## config.mk

```make
export PLATFORM = sky130hd
export DESIGN_NAME = uart_rx
export DESIGN_NICKNAME = d
export VERILOG_FILES = /design/src/rtl/uart_pkg.sv /design/src/rtl/sync_2ff.sv /design/src/rtl/uart_rx.sv
export SDC_FILE = /design/constraint.sdc
export NUM_CORES = 1
export LEC_CHECK = 0
export ABC_AREA = 1
export BUFFER_PORTS_ARGS = -buffer_cell sky130_fd_sc_hd__buf_4
export CAP_MARGIN = 20
export CORE_MARGIN = 2
export CORE_UTILIZATION = 40
export DETAILED_ROUTE_END_ITERATION = 8
export GPL_ROUTABILITY_DRIVEN = 1
export PLACE_DENSITY = 0.58
export SLEW_MARGIN = 10
export SYNTH_ARGS = -nofsm -noshare
export SYNTH_HDL_FRONTEND = slang
export SYNTH_HIERARCHICAL = 1
export SYNTH_SLANG_ARGS = --single-unit
```

## constraint.sdc

```tcl
create_clock -name clk -period 3.7 [get_ports clk]
set_input_delay 0.555 -clock clk [delete_from_list [all_inputs] [get_ports clk]]
set_output_delay 0.555 -clock clk [all_outputs]
set_load 0.05 [all_outputs]
```

## src/rtl/uart_pkg.sv

```systemverilog
// Shared UART definitions used by the receiver (and the transmitter).
//   uart_rx_state_t : receiver FSM states (IDLE/START/DATA/STOP)
//   UART_DATA_BITS  : data bits per frame (8N1)
//   uart_div()      : system clocks per bit for a given clock and baud rate
package uart_pkg;

  typedef enum logic [1:0] {
    IDLE  = 2'd0,
    START = 2'd1,
    DATA  = 2'd2,
    STOP  = 2'd3
  } uart_rx_state_t;

  localparam int UART_DATA_BITS = 8;

  function automatic int uart_div(input int clk_hz, input int baud);
    return clk_hz / baud;
  endfunction

endpackage

```

## src/rtl/sync_2ff.sv

```systemverilog
// Generic 1-bit two-stage synchronizer for an asynchronous input.
//   clk     : destination clock
//   nrst    : synchronous active-low reset, both stages load RST_VAL
//   d       : asynchronous input
//   q       : synchronized output (two clk cycles of latency)
module sync_2ff #(
  parameter logic RST_VAL = 1'b0
) (
  input  logic clk,
  input  logic nrst,
  input  logic d,
  output logic q
);

  logic meta;

  always_ff @(posedge clk) begin
    if (!nrst) begin
      meta <= RST_VAL;
      q    <= RST_VAL;
    end else begin
      meta <= d;
      q    <= meta;
    end
  end

endmodule

```

## src/rtl/uart_rx.sv

```systemverilog
// 8N1 UART receiver, LSB first, fixed divisor DIV = CLK_HZ/BAUD.
//   clk          : system clock, rising edge
//   nrst         : synchronous active-low reset
//   rxd          : asynchronous serial line, idle high
//   rx_data      : last completed frame, held until the next one completes
//   rx_valid     : one-cycle strobe, frame with good stop bit
//   rx_frame_err : one-cycle strobe, stop bit sampled low
//   rx_busy      : high while a frame is in progress
// Output protocol: no backpressure. rx_valid/rx_frame_err are mutually
// exclusive single-cycle strobes qualifying rx_data in that same cycle; the
// consumer must take rx_data before the next frame completes.
// Build option: define UART_RX_MAJORITY_EN to decide each bit by a 2-of-3
// vote of the samples at cntr==2,1,0 instead of the single cntr==0 sample.
module uart_rx
  import uart_pkg::*;
#(
  parameter int CLK_HZ = 200_000_000,
  parameter int BAUD   = 9600
) (
  input  logic       clk,
  input  logic       nrst,
  input  logic       rxd,
  output logic [7:0] rx_data,
  output logic       rx_valid,
  output logic       rx_frame_err,
  output logic       rx_busy
);

  localparam int          DIV    = uart_div(CLK_HZ, BAUD);
  localparam logic [15:0] RELOAD = 16'(DIV - 1);
  localparam logic [15:0] HALF   = 16'(DIV / 2 - 1);
  localparam logic [2:0]  LAST_BIT = 3'(UART_DATA_BITS - 1);

  if (DIV < 4 || DIV > 65535) begin : g_bad_div
    $error("uart_rx: CLK_HZ/BAUD must lie in 4..65535");
  end

  uart_rx_state_t state_q, state_d;
  logic [15:0]    cntr_q, cntr_d;
  logic [2:0]     bit_idx_q, bit_idx_d;
  logic [7:0]     shreg_q, shreg_d;
  logic [7:0]     data_d;
  logic           valid_d, err_d;
  logic           rxd_s, rxd_d;
  logic           sample_pt;
  logic           bit_val;

  sync_2ff #(.RST_VAL(1'b1)) u_sync (
    .clk  (clk),
    .nrst (nrst),
    .d    (rxd),
    .q    (rxd_s)
  );

  // Previous synchronized value, for 1->0 edge detection in IDLE.
  always_ff @(posedge clk) begin
    if (!nrst) rxd_d <= 1'b1;
    else       rxd_d <= rxd_s;
  end

  assign sample_pt = (cntr_q == 16'd0);

`ifdef UART_RX_MAJORITY_EN
  // Early samples two and one cycles before the decision point.
  logic vote2_q, vote1_q;

  always_ff @(posedge clk) begin
    if (!nrst) begin
      vote2_q <= 1'b1;
      vote1_q <= 1'b1;
    end else begin
      if (cntr_q == 16'd2) vote2_q <= rxd_s;
      if (cntr_q == 16'd1) vote1_q <= rxd_s;
    end
  end

  assign bit_val = (vote2_q & vote1_q) | (vote2_q & rxd_s) | (vote1_q & rxd_s);
`else
  assign bit_val = rxd_s;
`endif

  always_comb begin
    state_d   = state_q;
    cntr_d    = 16'd0;
    bit_idx_d = bit_idx_q;
    shreg_d   = shreg_q;
    data_d    = rx_data;
    valid_d   = 1'b0;
    err_d     = 1'b0;

    if (state_q != IDLE) cntr_d = sample_pt ? RELOAD : cntr_q - 16'd1;

    case (state_q)
      IDLE: begin
        // First sample lands half a bit in, i.e. mid start bit.
        if (rxd_d && !rxd_s) begin
          cntr_d  = HALF;
          state_d = START;
        end
      end
      START: begin
        if (sample_pt) begin
          if (!bit_val) begin
            state_d   = DATA;
            bit_idx_d = 3'd0;
          end else begin
            state_d = IDLE;
          end
        end
      end
      DATA: begin
        if (sample_pt) begin
          shreg_d = {bit_val, shreg_q[7:1]};
          if (bit_idx_q == LAST_BIT) state_d   = STOP;
          else                       bit_idx_d = bit_idx_q + 3'd1;
        end
      end
      STOP: begin
        // Leaving at mid-stop-bit leaves half a bit to catch the next start edge.
        if (sample_pt) begin
          data_d  = shreg_q;
          valid_d = bit_val;
          err_d   = !bit_val;
          state_d = IDLE;
        end
      end
      default: state_d = IDLE;
    endcase
  end

  always_ff @(posedge clk) begin
    if (!nrst) begin
      state_q      <= IDLE;
      cntr_q       <= 16'd0;
      bit_idx_q    <= 3'd0;
      shreg_q      <= 8'h00;
      rx_data      <= 8'h00;
      rx_valid     <= 1'b0;
      rx_frame_err <= 1'b0;
    end else begin
      state_q      <= state_d;
      cntr_q       <= cntr_d;
      bit_idx_q    <= bit_idx_d;
      shreg_q      <= shreg_d;
      rx_data      <= data_d;
      rx_valid     <= valid_d;
      rx_frame_err <= err_d;
    end
  end

  assign rx_busy = (state_q != IDLE);

endmodule

```

## After elaboration in Yosys (flattened, before gate mapping)

Index checks and enable logic that the tools add are counted.

| operators by class | value |
|---|---|
| add/sub/neg operators | 2 |
| mux-type cells | 16 |
| eq/ne operators | 11 |
| reductions and logical operators | 11 |

Operator list:

| kind | number |
|---|---|
| $mux 16 | 4 |
| $logic_not 16->1 | 1 |
| $sub 16x1->16 const B | 1 |
| $ne 2x2->1 const B | 7 |
| $mux 2 | 6 |
| $mux 3 | 4 |
| $reduce_and 5->1 | 2 |
| $pmux 2 s4 | 1 |
| $pmux 3 s2 | 1 |
| $eq 2x2->1 const B | 2 |
| $reduce_and 2->1 | 2 |
| $reduce_bool 2->1 | 2 |
| $add 3x1->3 const B | 1 |
| $eq 3x3->1 const B | 1 |
| $reduce_and 3->1 | 1 |
| $eq 2x1->1 const B | 1 |
| $logic_not 2->1 | 1 |
| $logic_and 1x1->1 | 1 |
| $logic_not 1->1 | 1 |

| word-level totals | value |
|---|---|
| flip-flop bits (word level) | 42 |
| logic and storage cells | 50 |
| output and inout port bits | 11 |

## Longest topological paths before layout

| logic depth | value |
|---|---|
| depth after elaboration | 5 |
| mapped depth | 9 |
| gate-level depth less buffers | 9 |

## Cells and area by module

Netlist, hierarchy kept.

Modules (own cells, without submodules):

| module | cells an instance | seq. area each (sq um) | instances | area each (sq um) |
|---|---|---|---|---|
| uart_rx | 255 | 800.8 | 1 | 1843.0 |
| sync_2ff | 6 | 40.0 | 1 | 55.1 |

## Least setup slack after synthesis

OpenSTA, ideal clock, no wires.

| path | value |
|---|---|
| path kind | reg2out |
| start | register state_q[0] |
| end | output rx_busy |
| cell stages (with the launch flop) | 3 |
| required time | 3.145 ns |
| arrival time | 0.892 ns |
| setup slack | 2.253 ns |
| path buffers | 0 |
| path through | dfxtp_1 > nor2_1 > inv_1 |

| on the way | value |
|---|---|
| word-level cells in the longest chain between the ends | 1 |

RTL lines:

| element | RTL line | RTL |
|---|---|---|
| from (decl) | uart_rx.sv:38 | `uart_rx_state_t state_q, state_d;` |
| from (signal assigned) | uart_rx.sv:141 | `state_q <= state_d;` |
| $reduce_bool 2->1 | uart_rx.sv:151 | `assign rx_busy = (state_q != IDLE);` |
| to (decl) | uart_rx.sv:26 | `output logic rx_busy` |

No other way between the ends.

## Worst setup path in the final report

Same ends and word-level chain as after synthesis.

==> results.json <==
{
  "clock.fmax_mhz": 531,
  "design.core.area_um2": 4660,
  "num-fill-cells": 480,
  "outcome": "finished clean",
  "num_rows": 25,
  "hold_class": "reg2reg",
  "drv_cap": 0,
  "dp_hpwl_um": 2760,
  "reg2reg_depth": 6,
  "synth-seq-cells": 42,
  "rsz0062_at_grt": "no",
  "seq_area_frac_synth_pct": 44.3,
  "worst_ep_required_time_ns": 3.14,
  "syn_avg_cell_area_um2": 7.27,
  "cts.reportedPaths.clkPinSlew_ns": 0.09,
  "drtIter0Drc": 59,
  "viasPerCell": 4.80,
  "grt_pass1_vias": 1487,
  "ctsResizeCount": 0,
  "first_pass_iters": 5,
  "finalNetCount": 285,
  "port_buffers": 13,
  "clk-insertion-delay-late_ns": 0.30,
  "synth.yosys.warnings": 6,
  "drv_slew": 0,
  "worstPathBufferInverterCount": 2,
  "finalSetupTns_ns": 0,
  "antenna_cells": 0,
  "finalSetupViolCount": 0,
  "final_cell_mix": "76 x nand2_1, 42 x dfxtp_1, 28 x inv_1",
  "min_period_ns": 1.88,
  "antenna_found_initial": 0,
  "crit_type": "reg2out",
  "path_depth": 3,
  "grt_pass1_wl_um": 6390,
  "crit_chain": "nor2_1 > inv_1 > buf_4",
  "crit_path_end": "rx_busy",
  "cts_buffers": 5,
  "worst_slew_pin_slew_ns": 0.385,
  "place_congestion": 0.864,
  "end_kind": "output pin",
  "finalHoldViolations": 0,
  "crit_start": "state_q[0]",
  "clock-root-buffer": "clkbuf_8",
  "ff2ff_setup_slack_ns": 2.11,
  "cts_htree_levels": 2,
  "final_common_cell": "nand2_1",
  "cpMaxStageDelayCell": "dfxtp_1",
  "r2r_start": "bit_idx_q[0]",
  "cts_tree": "done",
  "drive_above_1_share_pct": 14.3,
  "post_drt_wl_per_cell_um": 11.2,
  "syn_inst": 261,
  "syn_to_final_growth_pct": 13.9,
  "worstSetupStartpointType": "flip-flop",
  "slew_headroom_pct": 74.2,
  "antenna_left": 0,
  "crit_family": "flip-flops",
  "num_vias": 1600,
  "cts_setup_buffers": 0,
  "finalClockSkew_ns": 0.00799,
  "die_h_um": 72.9,
  "cp_max_fo": 6,
  "finalWirelength_um": 3730,
  "die_w_um": 72.9,
  "multi_input_area_um2": 918,
  "synth_cell_types": 27,
  "drc": 0,
  "fin_crit_sh_pct": 50.9,
  "crit_arrival_ns": 1.33,
  "synth_area_um2": 1900,
  "io_pins": 14,
  "synth_nets": 268,
  "cts_buffer_depth": 2,
  "grt_max_degree": 21,
  "cp_slowest_stage_delay_ns": 0.37,
  "grt_overflow": 0,
  "r2r-end": "bit_idx_q[0]",
  "clock_sinks": 42,
  "cts_hold_buf": 0,
  "ff_latch_area_um2": 841,
  "gr-usage-all-layers_pct": 15.3,
  "initial_core_util_pct": 40.7,
  "die_area_um2": 5310
}
-- Yosys cell counts, drive strengths merged --
cell	n	area, um2
nor4	1	6.26
xor2	4	35.0
nand3	14	75.1
buf	1	11.3
inv	32	120
nor3	3	15.0
o21ai	11	55.1
and3	1	6.26
clkbuf	2	7.51
nor2	35	181
ha	4	50.1
xnor2	1	8.76
nand3b	3	22.5
or2	1	6.26
a21oi	23	123
dfxtp	42	841
a31oi	1	6.26
nand4	4	25.0
nand2	78	303
-- cell families after synthesis --
group	after synthesis	share of synthesized area, %
flops	42	44.3
fa+ha+maj	4	2.64
compound gates	35	9.69
xor+xnor	5	2.31
simple gates	140	33.8
buf+inv	35	7.32
-- per-layer routing --
layer / global-route usage (%) / share of wire, % / vias to the layer above
met1: 20.1 / 53 / 709
met5: 0 / 0 / -
met2: 24.4 / 42 / 29
met3: 4.14 / 4.3 / 6
met4: 4.94 / 1.3 / 0
li1: - / - / 856
-- tightest hold or removal path, stage by stage (launching register included) --
cell and delay (ns):
dfxtp_1 0.31, inv_1 0.03, nand2_1 0.04
-- final cells by class --
class / instances / share of cell area (%)
multi-input combinational: 184 / 42.5
clock buffer: 5 / 3.18
timing repair buffer: 13 / 4.51
inverter: 32 / 5.56
sequential: 42 / 38.9
clock inverter: 3 / 2.26
tap: 54 / 3.13
-- flip-flops by register name, summed over array words and instances (netlist names), named ones only --
name / flops
rx_valid: 1
bit_idx_q: 3
rxd_d: 1
shreg_q: 8
u_sync/q: 1
rx_frame_err: 1
rx_data: 8
state_q: 1
cntr_q: 16
u_sync/meta: 1
-- per-stage QoR --
| stage | setup WS [ns] | std cells | utilization (%) | instance area, um2 | hold WS [ns] |
|---|---|---|---|---|---|
| finish | 1.82 | 333 | 46.4 | 2160 | 0.411 |
| global placement | 2.08 | 325 | 43.9 | 2040 | 0.386 |
| CTS | 1.81 | 333 | 46.4 | 2160 | 0.413 |
| global route | 1.74 | 333 | 46.4 | 2160 | 0.423 |
| detailed placement | 1.99 | 325 | 43.9 | 2040 | 0.392 |
| floorplan | 2.25 | 261 | - | 1900 | 0.380 |
-- worst min-delay path by stage --
stage | startpoint | endpoint | slack, ns | depth (start not counted)
6_report | u_sync/meta | u_sync/q | 0.41 | 2
5_1_grt | rxd | u_sync/meta | 0.42 | 3
4_1_cts | u_sync/meta | u_sync/q | 0.41 | 2
3_5_place_dp | u_sync/meta | u_sync/q | 0.39 | 2
3_3_place_gp | u_sync/meta | u_sync/q | 0.39 | 2
2_1_floorplan | u_sync/meta | u_sync/q | 0.38 | 2
Power is not shown: default switching activity piles up to over one toggle a cycle in this logic, so the estimate is an artifact.
